===== config.mk =====
export PLATFORM = sky130hd
export DESIGN_NAME = dsram_ctrl
export DESIGN_NICKNAME = d
export VERILOG_FILES = /design/src/rtl/dsram_ctrl_pkg.sv /design/src/rtl/dsram_ctrl_align.sv /design/src/rtl/dsram_ctrl.sv
export SDC_FILE = /design/constraint.sdc
export NUM_CORES = 1
export LEC_CHECK = 0
export CAP_MARGIN = 0
export CORE_UTILIZATION = 25
export CTS_BUF_LIST = sky130_fd_sc_hd__clkbuf_8
export CTS_CLUSTER_SIZE = 16
export DETAILED_ROUTE_END_ITERATION = 16
export PLACE_DENSITY = 0.57
export SLEW_MARGIN = 20
export SYNTH_ARGS = -nofsm -noshare
export SYNTH_HDL_FRONTEND = slang
export SYNTH_SLANG_ARGS = --single-unit
export TNS_END_PERCENT = 20

===== constraint.sdc =====
create_clock -name clk -period 3.3 [get_ports clk]
set_clock_uncertainty 0.1 [all_clocks]
set_input_delay 0.66 -clock clk [delete_from_list [all_inputs] [get_ports clk]]
set_output_delay 0.66 -clock clk [all_outputs]
set_load 0.02 [all_outputs]

===== src/rtl/dsram_ctrl_pkg.sv =====
// Shared types for the data-SRAM controller: FSM states, access-size codes
// and the alignment rule used at request acceptance.
package dsram_ctrl_pkg;

    typedef enum logic [1:0] {
        ST_IDLE = 2'd0,
        ST_REQ  = 2'd1,
        ST_WAIT = 2'd2,
        ST_RESP = 2'd3
    } state_e;

    localparam logic [1:0] SZ_B = 2'd0;
    localparam logic [1:0] SZ_H = 2'd1;
    localparam logic [1:0] SZ_W = 2'd2;

    // Size code 3 behaves as a word access everywhere downstream.
    function automatic logic [1:0] norm_size(input logic [1:0] size);
        return (size == 2'd3) ? SZ_W : size;
    endfunction

    function automatic logic is_misaligned(input logic [1:0] size, input logic [1:0] addr_lo);
        logic mis;
        case (size)
            SZ_B:    mis = 1'b0;
            SZ_H:    mis = addr_lo[0];
            default: mis = (addr_lo != 2'b00);
        endcase
        return mis;
    endfunction

endpackage


===== src/rtl/dsram_ctrl_align.sv =====
// Byte-lane steering: store strobe/replication and load shift/extension.
module dsram_align
    import dsram_ctrl_pkg::*;
(
    input  logic [1:0]  size,
    input  logic [1:0]  addr_lo,
    input  logic        sign_ext,
    input  logic [31:0] wdata_in,
    input  logic [31:0] rdata_in,
    output logic [3:0]  wstrb,
    output logic [31:0] wdata_out,
    output logic [31:0] rdata_out
);

    logic [31:0] shifted;

    always_comb begin
        shifted   = rdata_in >> {addr_lo, 3'b000};
        wstrb     = 4'b1111;
        wdata_out = wdata_in;
        rdata_out = shifted;
        case (size)
            SZ_B: begin
                wstrb     = 4'b0001 << addr_lo;
                wdata_out = {4{wdata_in[7:0]}};
                rdata_out = {{24{sign_ext & shifted[7]}}, shifted[7:0]};
            end
            SZ_H: begin
                wstrb     = 4'b0011 << addr_lo;
                wdata_out = {2{wdata_in[15:0]}};
                rdata_out = {{16{sign_ext & shifted[15]}}, shifted[15:0]};
            end
            default: begin
                wstrb     = 4'b1111;
                wdata_out = wdata_in;
                rdata_out = rdata_in;
            end
        endcase
    end

endmodule


===== src/rtl/dsram_ctrl.sv =====
// Single-outstanding load/store controller between EX/ME and an SRAM-like bus.
// Handshakes: EX request fires when ex_req_valid & ex_req_ready; SRAM request
// fires on data_sram_req & data_sram_addr_ok; ME result fires on me_data_valid & me_allow_in.
module dsram_ctrl
    import dsram_ctrl_pkg::*;
#(
    parameter int ADDR_W = 32
) (
    input  logic              clk,
    input  logic              reset,
    input  logic              ex_req_valid,
    input  logic              ex_req_we,
    input  logic [1:0]        ex_req_size,
    input  logic              ex_req_signed,
    input  logic [ADDR_W-1:0] ex_req_addr,
    input  logic [31:0]       ex_req_wdata,
    output logic              ex_req_ready,
    input  logic              flush,
    output logic              data_sram_req,
    output logic              data_sram_wr,
    output logic [1:0]        data_sram_size,
    output logic [3:0]        data_sram_wstrb,
    output logic [ADDR_W-1:0] data_sram_addr,
    output logic [31:0]       data_sram_wdata,
    input  logic              data_sram_addr_ok,
    input  logic              data_sram_data_ok,
    input  logic [31:0]       data_sram_rdata,
    output logic              me_data_valid,
    output logic [31:0]       me_rdata,
    output logic              me_ale,
    input  logic              me_allow_in,
    output logic [1:0]        dbg_state
);

    state_e            state_q, state_d;
    logic              cancel_q, cancel_d;
    logic              we_q, we_d;
    logic [1:0]        size_q, size_d;
    logic              signed_q, signed_d;
    logic [ADDR_W-1:0] addr_q, addr_d;
    logic [31:0]       wdata_q, wdata_d;
    logic [31:0]       rdata_q, rdata_d;
    logic              ale_q, ale_d;

    logic [3:0]  al_wstrb;
    logic [31:0] al_wdata;
    logic [31:0] al_rdata;

    dsram_align u_align (
        .size      (size_q),
        .addr_lo   (addr_q[1:0]),
        .sign_ext  (signed_q),
        .wdata_in  (wdata_q),
        .rdata_in  (data_sram_rdata),
        .wstrb     (al_wstrb),
        .wdata_out (al_wdata),
        .rdata_out (al_rdata)
    );

    always_comb begin
        state_d      = state_q;
        cancel_d     = cancel_q;
        we_d         = we_q;
        size_d       = size_q;
        signed_d     = signed_q;
        addr_d       = addr_q;
        wdata_d      = wdata_q;
        rdata_d      = rdata_q;
        ale_d        = ale_q;
        ex_req_ready = 1'b0;
        case (state_q)
            ST_IDLE: begin
                cancel_d     = 1'b0;
                ex_req_ready = ex_req_valid & ~flush;
                if (ex_req_ready) begin
                    we_d     = ex_req_we;
                    size_d   = norm_size(ex_req_size);
                    signed_d = ex_req_signed;
                    addr_d   = ex_req_addr;
                    wdata_d  = ex_req_wdata;
                    rdata_d  = 32'd0;
                    ale_d    = is_misaligned(norm_size(ex_req_size), ex_req_addr[1:0]);
                    state_d  = ale_d ? ST_RESP : ST_REQ;
                end
            end
            ST_REQ: begin
                // The bus request is never withdrawn; a flush only marks the result as dead.
                if (flush) cancel_d = 1'b1;
                if (data_sram_addr_ok) state_d = ST_WAIT;
            end
            ST_WAIT: begin
                if (flush) cancel_d = 1'b1;
                if (data_sram_data_ok) begin
                    if (cancel_q | flush) begin
                        state_d = ST_IDLE;
                    end else begin
                        rdata_d = we_q ? 32'd0 : al_rdata;
                        state_d = ST_RESP;
                    end
                end
            end
            default: begin
                if (me_allow_in | flush) state_d = ST_IDLE;
            end
        endcase
    end

    always_ff @(posedge clk or posedge reset) begin
        if (reset) begin
            state_q  <= ST_IDLE;
            cancel_q <= 1'b0;
            we_q     <= 1'b0;
            size_q   <= 2'd0;
            signed_q <= 1'b0;
            addr_q   <= '0;
            wdata_q  <= 32'd0;
            rdata_q  <= 32'd0;
            ale_q    <= 1'b0;
        end else begin
            state_q  <= state_d;
            cancel_q <= cancel_d;
            we_q     <= we_d;
            size_q   <= size_d;
            signed_q <= signed_d;
            addr_q   <= addr_d;
            wdata_q  <= wdata_d;
            rdata_q  <= rdata_d;
            ale_q    <= ale_d;
        end
    end

    // Bus and ME outputs are forced to zero outside the states that own them.
    always_comb begin
        data_sram_req   = (state_q == ST_REQ);
        data_sram_wr    = data_sram_req & we_q;
        data_sram_size  = data_sram_req ? size_q : 2'd0;
        data_sram_wstrb = data_sram_req ? al_wstrb : 4'd0;
        data_sram_addr  = data_sram_req ? addr_q : '0;
        data_sram_wdata = data_sram_req ? al_wdata : 32'd0;
        me_data_valid   = (state_q == ST_RESP);
        me_rdata        = me_data_valid ? rdata_q : 32'd0;
        me_ale          = me_data_valid & ale_q;
        dbg_state       = state_q;
    end

endmodule


==> metrics.md, run 1 <==
| Metric | Value |
|---|---|
| Syn Inst Count | `651` |
| Worst Setup End Kind | `output pin` |
| CP endpoint | `data_sram_wdata[10]` |
| Port-buffer cells | `215` |
| FF-to-FF path depth | `6` |
| Pre-CTS setup slack | `0.3963 ns` |
| First DRT Iteration DRCs | `259` |
| Placed cell areas | `0.008005 mm^2` |
| Gate power share | `52.1%` |
| Worst Tran Pin Value | `0.8000 ns` |
| Number of flops mapped to enable cells by yosys | `0` |
| Crit path max fanout | `30` |
| Syn_area_per_cell | `8.474 um^2` |
| Crit path launch type | `flip-flop` |
| Clock power frac | `15.0%` |
| Max clock buf depth | `2` |
| Outcome | `completed` |
| Core area | `0.02135 mm^2` |
| P per Cell Area | `801.5 mW/mm^2` |
| Filler cells | `2,194` |
| Crit path kind | `reg -> out` |
| NetSw | `2.802 mW` |
| Initial antenna violation count | `0` |
| Starting density of the core | `25.83%` |
| Worst EP required | `2.54 ns` |
| Clk pin slew, worst setup/hold paths | `0.11 ns` |
| Clk root buf | `clkbuf_8` |
| Cell taking the most area after synthesis | `dfrtp_1` |
| Ys flop type | `dfrtp_1` |
| Setup tns final | `0 ns` |
| WL final | `18.86 mm` |
| Tcrit/Tclk final | `93.80%` |
| Most frequent cells in the layout | `nand2_1, clkdlybuf4s50_1, dfrtp_1` |
| First-pass GRT wire length | `29.02 mm` |
| Nets | `963` |
| Pin count of the biggest net entering global routing | `72` |
| Max Freq | `323.0 MHz` |
| Global-route usage over all layers | `16.91%` |
| Library cells used by synthesis | `42` |
| GP Congestion | `0.7996` |
| Internal power | `3.824 mW` |
| Sequential area share after synthesis | `47.18%` |
| I/O Pins | `216` |
| DP HPWL | `13.33 mm` |
| Total setup buffers inserted after CTS | `0` |
| Area share of the largest cell type after synthesis | `47.18%` |
| H-tree Lvls | `3` |
| Antenna Cells | `0` |
| Clk sinks | `104` |
| Post-synthesis cell area | `0.005517 mm^2` |
| Worst min-delay path category | `reg -> reg` |
| Final hold violations | `0` |
| R2R Path End | `rdata_q[23]` |
| Row count | `53` |
| CTS Buf Count | `9` |
| Fin area | `0.008267 mm^2` |
| Relative slew margins | `46.67%` |
| Tmin final | `3.096 ns` |
| Final setup violation count | `0` |
| DR WL/cell | `16.68 um` |
| YS warnings | `0` |
| TritonCTS clock tree | `built` |
| FFs w/ async S/R, synth | `100.0%` |
| Detailed Routing Iterations Pass 1 | `5` |
| Total grt overflow | `0` |
| Leak | `3.818 nW` |
| Final Max Slew Viols | `0` |
| Routed via count | `5,220` |
| Die width | `150.5 um` |
| Crit Reg-Reg Startpoint | `dbg_state[0]` |
| Flops & latches, synth | `104` |
| Switching part of the total | `42.28%` |
| Syn nets | `762` |
| CP startpoint | `dbg_state[1]` |
| Max IR drop VDD | `0.0003258 V` |
| Share of layout cells above drive strength 1 | `5.958%` |
| # hold bufs at CTS | `0` |
| Setup ws final | `0.2045 ns` |
| Clk Latency, worst-skew pair | `0.38 ns` |
| Die area | `0.02266 mm^2` |
| Vias in the first global route | `5,211` |
| Number of remaining DRC errors | `0` |
| Final ANT Viol Nets | `0` |
| Seq pwr share | `32.9%` |
| Critical Path AT | `2.34 ns` |
| P&R area growth vs syn | `49.85%` |
| R2R Setup Slk | `0.95 ns` |
| RSZ-0062 raised after global routing | `false` |
| Most common cell after layout, fill and taps aside | `nand2_1` |
| Max cap viols | `0` |
| Die height | `150.5 um` |
| Vias per cell | `4.615` |
| Largest cells by area after synthesis | `dfrtp_1, nand2_1, and2_1` |
[how the worst min path moves through the flow]
stage | depth (start not counted) | endpoint | slack, ns | from
2_1_floorplan | 2 | addr_q[10] | 0.34 | addr_q[10]
6_report | 2 | addr_q[29] | 0.38 | addr_q[29]
5_1_grt | 2 | wdata_q[25] | 0.40 | wdata_q[25]
4_1_cts | 2 | addr_q[25] | 0.38 | addr_q[25]
3_3_place_gp | 2 | addr_q[5] | 0.35 | addr_q[5]
3_5_place_dp | 2 | addr_q[25] | 0.35 | addr_q[25]
[metrics by stage]
| step | std cells | hold WS [ns] | power, mW | utilization [%] |
|---|---|---|---|---|
| after floorplan | 651 | 0.3374 | 4.230 | - |
| after global placement | 1116 | 0.3487 | 5.682 | 37.49 |
| after detailed placement | 1116 | 0.3539 | 5.710 | 37.49 |
| after CTS | 1131 | 0.3815 | 6.733 | 38.61 |
| after global routing | 1131 | 0.3991 | 7.124 | 38.71 |
| final | 1131 | 0.3763 | 6.626 | 38.71 |
[worst max-delay path, stage by stage, from the launching register on]
cell             delay [ns]
dfrtp_1                0.44
inv_1                  0.11
ha_1                   0.17
buf_4                  0.15
inv_1                  0.09
buf_6                  0.19
a21oi_1                0.14
clkdlybuf4s50_1        0.64
[final cells by class]
class	count	area [um^2]	share of cell area, %
repair buffers	235	2349	28.41
inverters	9	37.54	0.4541
multi-input cells	493	2693	32.57
flip-flops and latches	104	2605	31.51
well taps	275	344.1	4.162
clock inverters	6	115.1	1.392
clock buffers	9	123.9	1.498
[power groups by stage]
stage / registers [mW] / logic, mW / clock network [mW]
5_1_grt: 2.26 / 3.79 / 1.07
4_1_cts: 2.19 / 3.51 / 1.03
6_report: 2.18 / 3.45 / 0.995
3_5_place_dp: 2.21 / 3.50 / 0
3_3_place_gp: 2.19 / 3.49 / 0
2_1_floorplan: 2.07 / 2.16 / 0
[logic make-up (layout without fill, tap and decap cells)]
kind of cell	Yosys count	after routing	synth area share (%)
flops	104	104	47.18
mux	31	31	5.942
buf+inv	54	259	4.014
fa+ha+maj	4	4	0.9073
compound gates	103	103	13.11
simple gates	355	355	28.85
[cell usage after synthesis (all sizes together) (2+ instances only)]
cell type,count
mux2i,26
nor2,33
nand2,225
clkbuf,24
dfrtp,104
o21bai,2
ha,4
a2bb2oi,7
a222oi,5
a221o,16
nand3b,2
or2,2
a21oi,39
o21ai,12
a22o,5
nand2b,3
o221ai,2
a31oi,2
nand3,3
inv,8
o221a,2
o22ai,6
mux2,4
buf,21
nor2b,7
and2,74
[flip-flops by register name (all words and copies together) (netlist names), 2 cells and up]
signal / count
addr_q: 32
dbg_state: 2
rdata_q: 32
size_q: 2
wdata_q: 32
[layer usage]
| layer | wire [um] | GRT usage (%) |
|---|---|---|
| met3 | 1580 | 5.061 |
| met5 | 0 | 0 |
| met2 | 8709 | 27.14 |
| met4 | 374 | 5.707 |
| met1 | 8199 | 21.52 |
[what timing repair did]
action                     4_1_cts  5_1_grt
resized for setup                0        9
hold endpoints to repair         0        0
setup endpoints to repair        0       18
(Power assumes the default switching activity.)
==> run 2: changes to the inputs <==
--- a/config.mk
+++ b/config.mk
@@ -5,12 +5,15 @@
 export SDC_FILE = /design/constraint.sdc
 export NUM_CORES = 1
 export LEC_CHECK = 0
+export ABC_CLOCK_PERIOD_IN_PS = 3300
 export CAP_MARGIN = 0
+export CELL_PAD_IN_SITES_DETAIL_PLACEMENT = 0
+export CELL_PAD_IN_SITES_GLOBAL_PLACEMENT = 1
 export CORE_UTILIZATION = 25
 export CTS_BUF_LIST = sky130_fd_sc_hd__clkbuf_8
 export CTS_CLUSTER_SIZE = 16
 export DETAILED_ROUTE_END_ITERATION = 16
-export PLACE_DENSITY = 0.57
+export PLACE_DENSITY = 0.73
 export SLEW_MARGIN = 20
 export SYNTH_ARGS = -nofsm -noshare
 export SYNTH_HDL_FRONTEND = slang
==> run 2 against run 1 <==
  * Register-to-register slack improved by 0.03 ns
  * Fmax decreased by 0.29%
  * Sequential power grew 3%
  * Global-route usage grew 0.39 points
  * Non-clock buffer count is 1 lower
  * First-iteration DRC count is 5.8% lower
  * Combinational power fell by 1%
  * Core utilization is 0.18 points lower
  * Clock power is 3.5% lower
  * Sequential share of layout area grew 0.13 points
  * Largest power group unchanged
==> metrics.md, run 2 (synthesis gave the netlist of run 1 again) <==
| Metric | Value |
|---|---|
| Critical Path AT | `2.34 ns` |
| Number of remaining DRC errors | `0` |
| Gate power share | `51.5%` |
| TritonCTS clock tree | `built` |
| Seq pwr share | `34.0%` |
| Filler cells | `2,225` |
| Antenna Cells | `0` |
| Fin area | `0.008229 mm^2` |
| CTS Buf Count | `9` |
| WL final | `19.12 mm` |
| Slowest stage delay, CP | `0.72 ns` |
| Most common cell after layout, fill and taps aside | `nand2_1` |
| Worst EP required | `2.54 ns` |
| Worst Tran Pin Value | `0.8018 ns` |
| Cell family with most CP delay | `buffers and inverters` |
| Crit path launch type | `flip-flop` |
| Largest registers | `addr_q: 32 flops, rdata_q: 32 flops, wdata_q: 32 flops` |
| Die area | `0.02266 mm^2` |
| Total grt overflow | `0` |
| Pin count of the biggest net entering global routing | `72` |
| Setup ws final | `0.1954 ns` |
| I/O Pins | `216` |
| Worst Setup End Kind | `output pin` |
| Worst path bufs/invs | `2` |
| Post-Layout Cell Count | `1,131` |
| Top sig layer | `met4` |
| Detailed Routing Iterations Pass 1 | `7` |
| Clk root buf | `clkbuf_8` |
| GP Congestion | `0.8254` |
| Row count | `53` |
| H-tree Lvls | `3` |
| DP HPWL | `13.42 mm` |
| Clk sinks | `104` |
| Setup tns final | `0 ns` |
| P&R area growth vs syn | `49.17%` |
| Switching part of the total | `42.96%` |
| RSZ-0062 raised after global routing | `false` |
| Clk Latency, worst-skew pair | `0.38 ns` |
| Crit path max fanout | `14` |
| Hold Path Depth | `2` |
| Internal power | `3.769 mW` |
| FF-to-FF path depth | `6` |
| Max cap viols | `0` |
| Clk pin slew, worst setup/hold paths | `0.11 ns` |
| NetSw | `2.838 mW` |
| Global-route usage over all layers | `17.30%` |
| Post-CTS sizing | `0` |
| Tmin final | `3.105 ns` |
| P per Cell Area | `803.0 mW/mm^2` |
| CP Depth | `6` |
| Final Core Density | `38.54%` |
| Met2 Wirelength | `8.748 mm` |
| Routed via count | `5,220` |
| Port-buffer cells | `215` |
| First DRT Iteration DRCs | `244` |
| Worst min-delay path category | `reg -> reg` |
| Max Freq | `322.1 MHz` |
| Final Max Slew Viols | `0` |
| Relative slew margins | `46.55%` |
| # hold bufs at CTS | `0` |
| Crit-path cells | `buf_4, mux2i_1, nor2_1, a21oi_1, nor2_1, clkdlybuf4s50_1` |
| Tcrit/Tclk final | `94.08%` |
| Wire length on met3 | `1.729 mm` |
| Final setup violation count | `0` |
| Max IR drop VDD | `0.0003045 V` |
| Clock power frac | `14.5%` |
| Placed Instances | `1,115` |
| Placed cell areas | `0.007998 mm^2` |
| Die height | `150.5 um` |
| Max clock buf depth | `2` |
| Core area | `0.02135 mm^2` |
| Sequential Area | `0.002604 mm^2` |
| Most frequent cells in the layout | `nand2_1, clkdlybuf4s50_1, dfrtp_1` |
| Final ANT Viol Nets | `0` |
| Die width | `150.5 um` |
| Vias per cell | `4.615` |
| Starting density of the core | `25.83%` |
| Share of layout cells above drive strength 1 | `5.841%` |
| First-pass GRT wire length | `29.74 mm` |
| Area occupied by multi-input gates | `0.002693 mm^2` |
| Crit path kind | `reg -> out` |
| Final hold violations | `0` |
| Pre-CTS setup slack | `0.4190 ns` |
| Nets | `962` |
| Slowest-stage cell, CP | `dfrtp_1` |
| WL met1 | `8.327 mm` |
| Total setup buffers inserted after CTS | `0` |
| Outcome | `completed` |
| Leak | `3.690 nW` |
| Vias in the first global route | `5,277` |
| Crit-path most repeated cell | `nor2_1` |
| Initial antenna violation count | `0` |
| DR WL/cell | `16.90 um` |
==> run 2: cell types whose count changed in the layout (fill, tap and decap cells not counted) <==
| cell | delta |
|---|---|
| clkdlybuf4s50_1 | +7 |
| dlymetal6s2s_1 | -7 |
| inv_8 | +2 |
| buf_6 | -1 |
| bufinv_16 | -1 |
| dfrtp_1 | +1 |
| dfrtp_2 | -1 |
==> run 2: worst paths after layout <==
check | start | endpoint | slack, ns
setup / recovery | size_q[0] | data_sram_wdata[28] | 0.20
max in group asynchronous | reset | wdata_q[27] | 1.78
hold reg to reg | addr_q[30] | addr_q[30] | 0.38
setup reg to reg | dbg_state[0] | rdata_q[29] | 0.98
min in group asynchronous | reset | rdata_q[28] | 0.60
hold / removal | addr_q[30] | addr_q[30] | 0.38
==> run 2: cell type report <==
| cell class | instances | share of cell area (%) |
|---|---|---|
| multi-input cells | 493 | 32.72 |
| flip-flops and latches | 104 | 31.64 |
| repair buffers | 234 | 28.19 |
| well taps | 275 | 4.181 |
| clock buffers | 9 | 1.505 |
| clock inverters | 7 | 1.308 |
| inverters | 9 | 0.4561 |
==> run 2: worst register-to-register path, stage by stage, from the launching register on <==
cell	delay [ns]
dfrtp_1	0.43
inv_1	0.10
ha_1	0.29
nor2b_1	0.20
or3_1	0.52
nor2_4	0.41
a221o_1	0.23
==> run 2: metrics by stage <==
step	total power [mW]	hold WS (ns)
after global placement	5.693	0.3483
final	6.608	0.3766
after CTS	6.713	0.3832
after floorplan	4.230	0.3374
after global routing	7.117	0.3974
after detailed placement	5.722	0.3542
==> run 2: per-layer routing <==
layer / GRT usage [%] / vias up
met3: 5.182 / 17
met1: 22.62 / 2450
met5: 0 / -
met2: 27.58 / 204
met4: 4.646 / 0
li1: - / 2549
==> run 2: power groups by stage <==
stage	clock network (mW)	logic (mW)	registers, mW
6_report	0.960	3.40	2.25
5_1_grt	1.04	3.75	2.33
4_1_cts	0.995	3.46	2.26
3_5_place_dp	0	3.44	2.28
3_3_place_gp	0	3.43	2.27
2_1_floorplan	0	2.16	2.07
